## config.mk

```make
export PLATFORM = sky130hd
export DESIGN_NAME = sprite_layer
export DESIGN_NICKNAME = d
export VERILOG_FILES = /design/src/rtl/sprite_layer.sv
export SDC_FILE = /design/constraint.sdc
export NUM_CORES = 1
export LEC_CHECK = 0
export CAP_MARGIN = 20
export CORE_ASPECT_RATIO = 2
export CORE_MARGIN = 2
export CORE_UTILIZATION = 31
export CTS_BUF_LIST = sky130_fd_sc_hd__clkbuf_4 sky130_fd_sc_hd__clkbuf_8 sky130_fd_sc_hd__clkbuf_16
export CTS_CLUSTER_DIAMETER = 50
export DETAILED_ROUTE_END_ITERATION = 6
export GPL_ROUTABILITY_DRIVEN = 0
export PLACE_DENSITY_LB_ADDON = 0.05
export SLEW_MARGIN = 20
export SYNTH_ARGS = -nofsm -noshare
export SYNTH_HDL_FRONTEND = slang
export SYNTH_SLANG_ARGS = --single-unit
export TNS_END_PERCENT = 50
```

## constraint.sdc

```tcl
create_clock -name clk -period 6.5 [get_ports clk]
set_input_delay 1.95 -clock clk [delete_from_list [all_inputs] [get_ports clk]]
set_output_delay 1.95 -clock clk [all_outputs]
set_load 0.05 [all_outputs]
```

## src/rtl/sprite_layer.sv

```systemverilog
// sprite_layer: pipelined, animated sprite renderer for the VGA display path.
// For every scan coordinate it performs a hit test against a WIDTH x HEIGHT
// sprite placed at (posx, posy), forms the sprite ROM address (with optional
// horizontal mirroring and frame offset) and returns the pixel colour with a
// transparency key, ROM_LAT+2 cycles after the coordinate was presented.
//
// Ports:
//   clk, rst_n        pixel clock, synchronous active-low reset
//   x, y              scan coordinate from the VGA controller
//   posx, posy        sprite top-left corner
//   enable, mirror    sprite visible, horizontal flip
//   anim_en           animation advance enable
//   vsync_tick        one-cycle pulse per video frame
//   rom_addr          registered sprite ROM address
//   rom_data          ROM word, valid ROM_LAT cycles after rom_addr
//   color, is_display output colour and opaque-sprite-pixel flag
//   frame_idx         current animation frame
module sprite_layer #(
  parameter int          WIDTH      = 72,
  parameter int          HEIGHT     = 40,
  parameter int          FRAMES     = 4,
  parameter int          FRAME_HOLD = 8,
  parameter int          ROM_LAT    = 1,
  parameter int          ADDR_W     = 15,
  parameter logic [15:0] KEY_COLOR  = 16'hF81F,
  parameter logic [15:0] BG_COLOR   = 16'hFFFF,
  localparam int         FW         = (FRAMES > 1) ? $clog2(FRAMES) : 1
) (
  input  logic              clk,
  input  logic              rst_n,
  input  logic [9:0]        x,
  input  logic [8:0]        y,
  input  logic [9:0]        posx,
  input  logic [8:0]        posy,
  input  logic              enable,
  input  logic              mirror,
  input  logic              anim_en,
  input  logic              vsync_tick,
  output logic [ADDR_W-1:0] rom_addr,
  input  logic [15:0]       rom_data,
  output logic [15:0]       color,
  output logic              is_display,
  output logic [FW-1:0]     frame_idx
);

  localparam int HW = (FRAME_HOLD > 1) ? $clog2(FRAME_HOLD) : 1;

  // Stage 0: hit test in widened arithmetic so the sprite clips at the
  // screen edge instead of wrapping around.
  logic [10:0] x_w, px_w, px_end, dx, col;
  logic [9:0]  y_w, py_w, py_end, row;
  logic        hit;

  logic [FW-1:0]     frame_q, frame_d;
  logic [HW-1:0]     hold_q, hold_d;
  logic [ADDR_W-1:0] rom_addr_q, rom_addr_d;
  logic [ROM_LAT:0]  hit_pipe_q, hit_pipe_d;
  logic [15:0]       color_q, color_d;
  logic              disp_q, disp_d;

  always_comb begin
    x_w    = {1'b0, x};
    px_w   = {1'b0, posx};
    px_end = px_w + 11'(WIDTH);
    y_w    = {1'b0, y};
    py_w   = {1'b0, posy};
    py_end = py_w + 10'(HEIGHT);
    hit    = enable && (x_w >= px_w) && (x_w < px_end) &&
             (y_w >= py_w) && (y_w < py_end);
    dx     = x_w - px_w;
    col    = mirror ? (11'(WIDTH - 1) - dx) : dx;
    row    = y_w - py_w;
  end

  // Address holds on a miss so the ROM sees no needless toggling.
  always_comb begin
    rom_addr_d = rom_addr_q;
    if (hit)
      rom_addr_d = ADDR_W'(32'(frame_q) * 32'(WIDTH * HEIGHT) +
                           32'(row) * 32'(WIDTH) + 32'(col));
  end

  // hit_pipe_q[k] is the hit flag of the pixel whose address was issued
  // k cycles ago; bit ROM_LAT lines up with rom_data.
  always_comb begin
    hit_pipe_d    = hit_pipe_q << 1;
    hit_pipe_d[0] = hit;
  end

  always_comb begin
    disp_d  = hit_pipe_q[ROM_LAT] && (rom_data != KEY_COLOR);
    color_d = disp_d ? rom_data : BG_COLOR;
  end

  // Animation: hold counter spans FRAME_HOLD ticks, then frame advances.
  always_comb begin
    hold_d  = hold_q;
    frame_d = frame_q;
    if (vsync_tick && anim_en) begin
      if (hold_q == HW'(FRAME_HOLD - 1)) begin
        hold_d  = '0;
        frame_d = (frame_q == FW'(FRAMES - 1)) ? '0 : frame_q + 1'b1;
      end else begin
        hold_d  = hold_q + 1'b1;
      end
    end
  end

  always_ff @(posedge clk) begin
    if (!rst_n) begin
      rom_addr_q <= '0;
      hit_pipe_q <= '0;
      color_q    <= BG_COLOR;
      disp_q     <= 1'b0;
      frame_q    <= '0;
      hold_q     <= '0;
    end else begin
      rom_addr_q <= rom_addr_d;
      hit_pipe_q <= hit_pipe_d;
      color_q    <= color_d;
      disp_q     <= disp_d;
      frame_q    <= frame_d;
      hold_q     <= hold_d;
    end
  end

  assign rom_addr   = rom_addr_q;
  assign color      = color_q;
  assign is_display = disp_q;
  assign frame_idx  = frame_q;

endmodule
```

# --- Yosys cells after proc, flatten, opt, wreduce, memory -nomap -nowiden ---
# Cells that the tools add are included.
classes:
  order_cmp: 4
  eq_ne: 3
  reduce_logical: 8
  mux: 3
  n_addsub: 9
  multipliers: 2
ops:
  columns: ["operator", "n"]
  rows:
  - ["$ne A16 B16 Y1 const B", 1]
  - ["$add A14 B15 Y15", 1]
  - ["$add A15 B11 Y15", 1]
  - ["$mul A10 B4 Y12 const B", 1]
  - ["$add A10 B7 Y11 const B", 1]
  - ["$lt A10 B11 Y1", 1]
  - ["$mux W11", 1]
  - ["$sub A10 B10 Y11", 1]
  - ["$sub A7 B11 Y11 const A", 1]
  - ["$add A9 B6 Y10 const B", 1]
  - ["$ge A10 B10 Y1", 1]
  - ["$lt A9 B10 Y1", 1]
  - ["$sub A9 B9 Y10", 1]
  - ["$ge A9 B9 Y1", 1]
  - ["$mul A2 B6 Y8 const B", 1]
  - ["$logic_and A1 B1 Y1", 6]
  - ["$reduce_and A2 Y1", 2]
  - ["$add A3 B1 Y3 const B", 1]
  - ["$eq A3 B3 Y1 const B", 1]
  - ["$mux W3", 1]
  - ["$add A2 B1 Y2 const B", 1]
  - ["$eq A2 B2 Y1 const B", 1]
  - ["$mux W2", 1]
totals:
  elab_cells: 35
  out_inout_bits: 34
  regBits: 39
  in_bits: 60

# --- Longest topological paths before layout ---
# Gate-level depths: netlist (run 1).
depth:
  word_depth: 5
  ltp_mapped: 23
  mapped_depth_nobuf: 23

# --- Worst setup path after synthesis (run 1) ---
# No wires, ideal clock.
synth_path:
  kind: "input port to flip-flop"
  from: "input port y[0]"
  to: "register rom_addr_q[14], in the netlist rom_addr[14]"
  stages: 22
  arrival_time_ns: 6.230
  n_path_buf: 0
  required_ns: 6.380
  setup_ns: 0.120
  slack_ns: 0.151
  cell_sequence: "inv_1 ha_1 inv_1 fa_1 a21o_1 a21o_1 a21o_1 a21oi_1 xnor2_1 ha_1 ha_1 a21oi_1 xnor2_1 fa_1 ha_1 or3_1 o21bai_1 a31oi_1 o21ai_0 nand2_1 nor3_1 a211o_1"
synth_between:
  elab_chain_cells: 4
  elab_cells_between_ends: 8
  classes_between: "3 x add/sub; 1 x mul; 2 x order compare; 2 x reduce/logical"
synth_rtl:
  columns: ["element", "line", "text"]
  rows:
  - ["start: declaration", "32", "input logic [8:0] y,"]
  - ["$sub A9 B9 Y10", "72", "row = y_w - py_w;"]
  - ["$mul A10 B4 Y12", "80", "32'(row) * 32'(WIDTH) + 32'(col));"]
  - ["$add A14 B15 Y15", "79", "rom_addr_d = ADDR_W'(32'(frame_q) * 32'(WIDTH * HEIGHT) +"]
  - ["$add A15 B11 Y15", "80", null]
  - ["end signal: assignment", "118", "rom_addr_q <= rom_addr_d;"]
  - ["end: declaration", "56", "logic [ADDR_W-1:0] rom_addr_q, rom_addr_d;"]
# Several ways; a longest one is shown, not always the timed one.
# A chain may end at the register's enable or synchronous reset.

# --- Worst setup path after layout (run 1) ---
layout_path:
  from: "input port x[0]"
  to: "register rom_addr_q[13], in the netlist rom_addr[13]"
layout_between:
  elab_chain_cells: 5
  elab_cells_between_ends: 10
  classes_between: "3 x add/sub; 2 x order compare; 1 x mux; 4 x reduce/logical"
layout_rtl:
  columns: ["element", "line", "text"]
  rows:
  - ["start: declaration", "31", "input logic [9:0] x,"]
  - ["branches (longest 5 deep; another with $add A15 B11 Y15)", null, null]
# Several ways; the timed one is not identified.

==> results.toml, run 1 <==
[clocking]
cts_made_buffers = 5
cts_root_buf = "clkbuf_16"
cts_num_sinks = 39
htreeDepth = 2
cts_tree = "done"
clk_pin_slew_ns = 0.06
clk_path_buf_depth = 2
clk_latency_ns = 0.28
postCtsHoldBufs = 0

[floorplanning]
dieArea_um2 = 13500
core_um2 = 12200
die_h_um = 162
num_rows = 57
start_util = 0.319
io_pins = 94
fp.dieW_um = 83.2

[critical_path]
r2r-start = "frame_idx[0]"
r2r_slack_ns = 3.44
cp_max_fo = 4
crit_type = "in -> reg"
cp_cell_sequence = "clkdlybuf4s50_1 > inv_1 > ha_1 > fa_1 > nor2b_2 > o21a_1 > nor2_1 > xor2_1 > buf_4 > ha_1 > a21oi_1 > o21ai_1 > xor2_1 > fa_1 > inv_1 > ha_1 > or3_1 > buf_4 > or3_4 > o221ai_2 > xnor2_1 > mux2i_1 > nor2_1"
crit_path_end_kind = "flip-flop"
slowest_stage = "fa_1"
critical_path.startpoint_type = "input pin"
required_ns = 6.64
crit_arrival_ns = 6.43
cp_common_cell = "ha_1"
max_stage_delay_ns = 0.55
setup.worst_path.start = "x[0]"

[yosys]
ys.flop_type = "dfxtp_1"
synth.top_cell.area_share = 0.225
yosys_warnings = 0
synth_common_cells = "ha_1, inv_1, dfxtp_1, nor2_1, xnor2_1"
syn_nets = 577
synth_most_common_cell = "ha_1"
netlist_area_um2 = 3890
syn_avg_cell_area_um2 = 8.88
synth-seq-area-share = 0.201
yosys-top-cells-area = "ha_1, dfxtp_1, xnor2_1, fa_1, inv_1"
synth_top_cell_by_area = "ha_1"
async_flop_share = 0
syn_inst = 438
synth_edf_count = 0
ys_seq_elements = 39
yosysUniqueCellTypes = 55

[sta]
final_hold_viol_count = 0
max_freq_mhz = 159
setup_ws_ns = 0.212
fin_crit_sh = 0.967
fin_crit_ns = 6.29
rsz0062_at_grt = "no"
slew_viol_final = 0
skew_ns = 0.00660
relSlewSlack = 0.553
fin_tns_setup_ns = 0
setup_violations = 0
worstMarginPinSlew_ns = 0.670
holdWs_ns = 0.436

[final_layout]
num_antenna_cells = 0
layout-drive-gt1-share = 0.203
final_nets = 744
n_fill_cell = 1210
area.growth.synth_to_final_pct = 50.0

[placed_design]
dpl_worst_slack_ns = -0.491
detailed_place_hpwl_um = 8840
io_buffers = 93

[detailed_routing]
finalWirelength_um = 10300
first_pass_iters = 4
antenna_left = 0
vias = 3641
via_per_inst = 4.84
route.detailed.drc = 0
drt_iter0_markers = 48
wl_per_cell_um = 13.6

[min_path]
hold_start = "hit_pipe_q[0]"
min_path_type = "reg -> reg"

[global_route]
grt_antenna_before_repair = 0
grt_max_degree = 22
overflow = 0
grt_pass1_vias = 3778
grt_pass1_wl_um = 16800
grt_use_total = 0.152

[power_and_ir_drop]
p_per_area_nw_per_um2 = 289
leakage_nw = 2.74
report.power.total_mw = 1.68
vdd_ir_drop_max_mv = 0.248

[status]
status = "finished, final reports clean"

[flow_run]
max_cap_violations = 0
layout make-up:
| cell class | instances | area (µm²) | area share |
|---|---|---|---|
| Sequential cell | 39 | 781 | 0.134 |
| Tap cell | 147 | 184 | 0.0315 |
| Timing Repair Buffer | 165 | 1490 | 0.255 |
| Multi-Input combinational cell | 350 | 3070 | 0.526 |
| Clock inverter | 3 | 20.0 | 0.00343 |
| Inverter | 44 | 165 | 0.0283 |
| Clock buffer | 5 | 125 | 0.0215 |
registers in the layout, summed over array words and instances (netlist names):
| name | count |
|---|---|
| rom_addr | 15 |
| color | 16 |
| hold_q | 3 |
| is_display | 1 |
| hit_pipe_q | 2 |
| frame_idx | 2 |
worst max-delay path: cells and delay by family:
family	cells	cell delay, ns
AO/OA/AOI/OAI	4	0.61
XOR/XNOR	3	0.44
adder cells (fa/ha/maj)	5	1.57
buffers and inverters	5	0.83
multiplexers	1	0.12
AND/OR/NAND/NOR	5	0.88
worst paths after layout:
kind                   end  cells after the start
min reg2reg  hit_pipe_q[1]                      1
max           rom_addr[13]                     23
min          hit_pipe_q[1]                      1
max reg2reg   rom_addr[13]                     12
cells in the final DEF, fill, tap and decap left out, types with 5 or more instances in the layout:
master            n
nand2b_1         21
xor2_1           10
o21ai_1           5
clkdlybuf4s50_1  89
ha_4              5
fa_1              8
nand2_1          21
buf_4            70
nor2_1           32
ha_1             61
a21oi_2           5
o21ai_0          15
a21oi_1          24
inv_1            40
mux2i_1          15
nor3_1            8
xnor2_1          29
a211o_1           6
dfxtp_1          39
clkbuf_16         5
a21o_1           11
kinds of logic after synthesis:
logic type	count (synthesis)	synth area share
AO/OA/AOI/OAI	98	0.177
XOR/XNOR	44	0.103
buffers and inverters	49	0.0515
flip-flops	39	0.201
multiplexers	15	0.0386
adder cells (fa/ha/maj)	79	0.272
AND/OR/NAND/NOR	114	0.157
what timing repair did:
action / 4_1_cts / 5_1_grt
setup endpoints to repair: 3 / 5
pin swaps: 6 / 26
buffers inserted: 0 / 1
resized for setup: 7 / 32
through the flow:
stage | instance area, µm² | instances | util
floorplan | 3890 | 438 | -
CTS | 5680 | 752 | 0.466
detailed placement | 5500 | 744 | 0.451
finish | 5830 | 753 | 0.478
global route | 5830 | 753 | 0.478
global placement | 5500 | 744 | 0.451
report_power, final:
| group | leakage, nW | internal, mW | switching [mW] |
|---|---|---|---|
| Combinational | 2.36 | 0.650 | 0.549 |
| Sequential | 0.315 | 0.246 | 0.00327 |
| Clock | 0.0658 | 0.141 | 0.0955 |
| Total | 2.74 | 1.04 | 0.648 |
layer usage:
metal  global-route usage  vias up  part of all wire
li1                     -     1871                 -
met1                0.131     1689              0.34
met2                0.342       77              0.62
met3               0.0152        4             0.032
met4               0.0447        0            0.0078
met5                    0        -                 0
Note: power is estimated with default switching activity, not from simulation.
==> run 2: changes to the inputs <==
==> constraint.sdc (replaced) <==
create_clock -name clk -period 7.7 [get_ports clk]
set_input_delay 2.31 -clock clk [delete_from_list [all_inputs] [get_ports clk]]
set_output_delay 2.31 -clock clk [all_outputs]
set_load 0.05 [all_outputs]
==> run 2 against run 1 <==
  * Power shrank 32%
  * Core utilization shrank 5.8 points
  * Sequential power shrank 16%
  * Combinational power shrank 39%
  * Critical endpoint is now rom_addr[14]
  * Clock power shrank 15%
  * Register-to-register slack gained 1.1 ns
  * Final cell count shrank 9.4%
  * Highest routed layer unchanged
  * Global-route usage shrank 0.95 points
  * Clock skew grew 0.0035 ns
  * Die area is the same
  * Sequential share of layout area grew 1.9 points
  * Count of clock-buffer cells in the layout is the same
==> results.toml, run 2 (synthesis gave the netlist of run 1 again) <==
[status]
status = "finished, final reports clean"

[placed_design]
detailed_place_hpwl_um = 8360
io_buffers = 93

[global_route]
grt_pass1_vias = 3424
overflow = 0
grt_pass1_wl_um = 15700
grt_use_total = 0.142
grt_max_degree = 22
grt_antenna_before_repair = 0

[sta]
worstMarginPinSlew_ns = 0.666
rsz0062_at_grt = "no"
max_freq_mhz = 139
fin_tns_setup_ns = 0
skew_ns = 0.0101
relSlewSlack = 0.555
slew_viol_final = 0
final_hold_viol_count = 0
setup_violations = 0
holdWs_ns = 0.434
fin_crit_sh = 0.933
fin_crit_ns = 7.19

[clocking]
postCtsHoldBufs = 0
cts_num_sinks = 39
clk_pin_slew_ns = 0.06
ctsResizeCount = 0
clk_latency_ns = 0.29
htreeDepth = 2
cts_tree = "done"
cts_made_buffers = 5
clk_path_buf_depth = 2
cts_root_buf = "clkbuf_16"
cts_setup_buffers = 0

[critical_path]
path_delay_family = "compound AO/OA/AOI/OAI gates"
worst-path-buf-inv = 2
cp_cell_sequence = "clkdlybuf4s50_1 > inv_1 > ha_1 > nor2b_1 > o21ai_0 > a21oi_1 > o21ai_0 > nand2b_1 > xor2_1 > ha_1 > ha_1 > a21o_1 > a21oi_1 > xnor2_1 > fa_1 > ha_1 > or3_1 > o21bai_1 > a31oi_1 > o21ai_0 > nand2_1 > nor3_1 > a211o_1"
slowest_stage = "clkdlybuf4s50_1"
required_ns = 7.87
critical_path.startpoint_type = "input pin"
max_stage_delay_ns = 0.46
crit_type = "in -> reg"
crit_path_end_kind = "flip-flop"
cp_max_fo = 3
crit_arrival_ns = 7.36
cp_common_cell = "ha_1"

[floorplanning]
fp.dieW_um = 83.2
start_util = 0.319
die_h_um = 162
core_um2 = 12200
dieArea_um2 = 13500
num_rows = 57
io_pins = 94

[detailed_routing]
antenna_left = 0
first_pass_iters = 4
finalWirelength_um = 9450
route.detailed.drc = 0
drt_iter0_markers = 40
wl_per_cell_um = 13.9
via_per_inst = 4.94
vias = 3372

[power_and_ir_drop]
p_per_area_nw_per_um2 = 225
comb_power_share = 0.641
p_int_mw = 0.675
swShare = 0.413
p_clk_frac = 0.176
seqPwrFrac = 0.183
vdd_ir_drop_max_mv = 0.153
switchingPower_mw = 0.475
report.power.total_mw = 1.15
leakage_nw = 2.34

[final_layout]
area.growth.synth_to_final_pct = 31.7
final_nets = 673
layout-drive-gt1-share = 0.0467
final_cell_mix = "clkdlybuf4s50_1, ha_1, inv_1"
n_fill_cell = 1257
layout_commonest_cell = "clkdlybuf4s50_1"
largest_reg_flops = 16
num_antenna_cells = 0

[min_path]
min_path_type = "reg -> reg"

[flow_run]
max_cap_violations = 0
## run 2: metal layers
metal  global-route usage  wire (µm)
met5                    0          0
met4               0.0469        125
met3               0.0162        327
met2                0.314       5800
met1                0.126       3200
## run 2: through the flow
stage | utilization | std cells | cell area, µm² | worst slack [ns]
floorplan | - | 438 | 3890 | 0.991
global placement | 0.408 | 674 | 4970 | 0.295
detailed placement | 0.408 | 674 | 4970 | 0.191
CTS | 0.420 | 682 | 5120 | 0.476
global route | 0.420 | 682 | 5120 | 0.236
finish | 0.420 | 682 | 5120 | 0.512
## run 2: worst reg2reg max path: cells and delay by family, from the launching register on
family / cells / cell delay [ns]
AOI/OAI and AO/OA: 4 / 0.87
and+or+nand+nor: 3 / 0.47
adders and majority gates: 3 / 1.10
buffers and inverters: 2 / 0.20
DFF: 1 / 0.43
## run 2: layout make-up
class / count / area, µm² / area share
Inverter: 44 / 165 / 0.0323
Timing Repair Buffer: 94 / 938 / 0.183
Tap cell: 147 / 184 / 0.0359
Sequential cell: 39 / 781 / 0.152
Clock buffer: 5 / 125 / 0.0244
Clock inverter: 3 / 20.0 / 0.00391
Multi-Input combinational cell: 350 / 2910 / 0.568
## run 2: path summary, 6_finish.rpt
check	endpoint	startpoint	slack, ns	depth (start not counted)
worst min register to register	hit_pipe_q[1]	hit_pipe_q[0]	0.43	1
worst max-delay path	rom_addr[14]	posy[1]	0.51	23
worst max register to register	rom_addr[14]	frame_idx[0]	4.53	12
worst min-delay path	hit_pipe_q[1]	hit_pipe_q[0]	0.43	1
## run 2: power groups by stage
stage                     combinational, mW  clock [mW]  sequential (mW)
after global routing                  0.838       0.216            0.211
after global placement                0.743           0            0.215
after CTS                             0.753       0.209            0.210
after floorplan                       0.556           0            0.231
after detailed placement              0.747           0            0.215
final                                 0.737       0.202            0.210
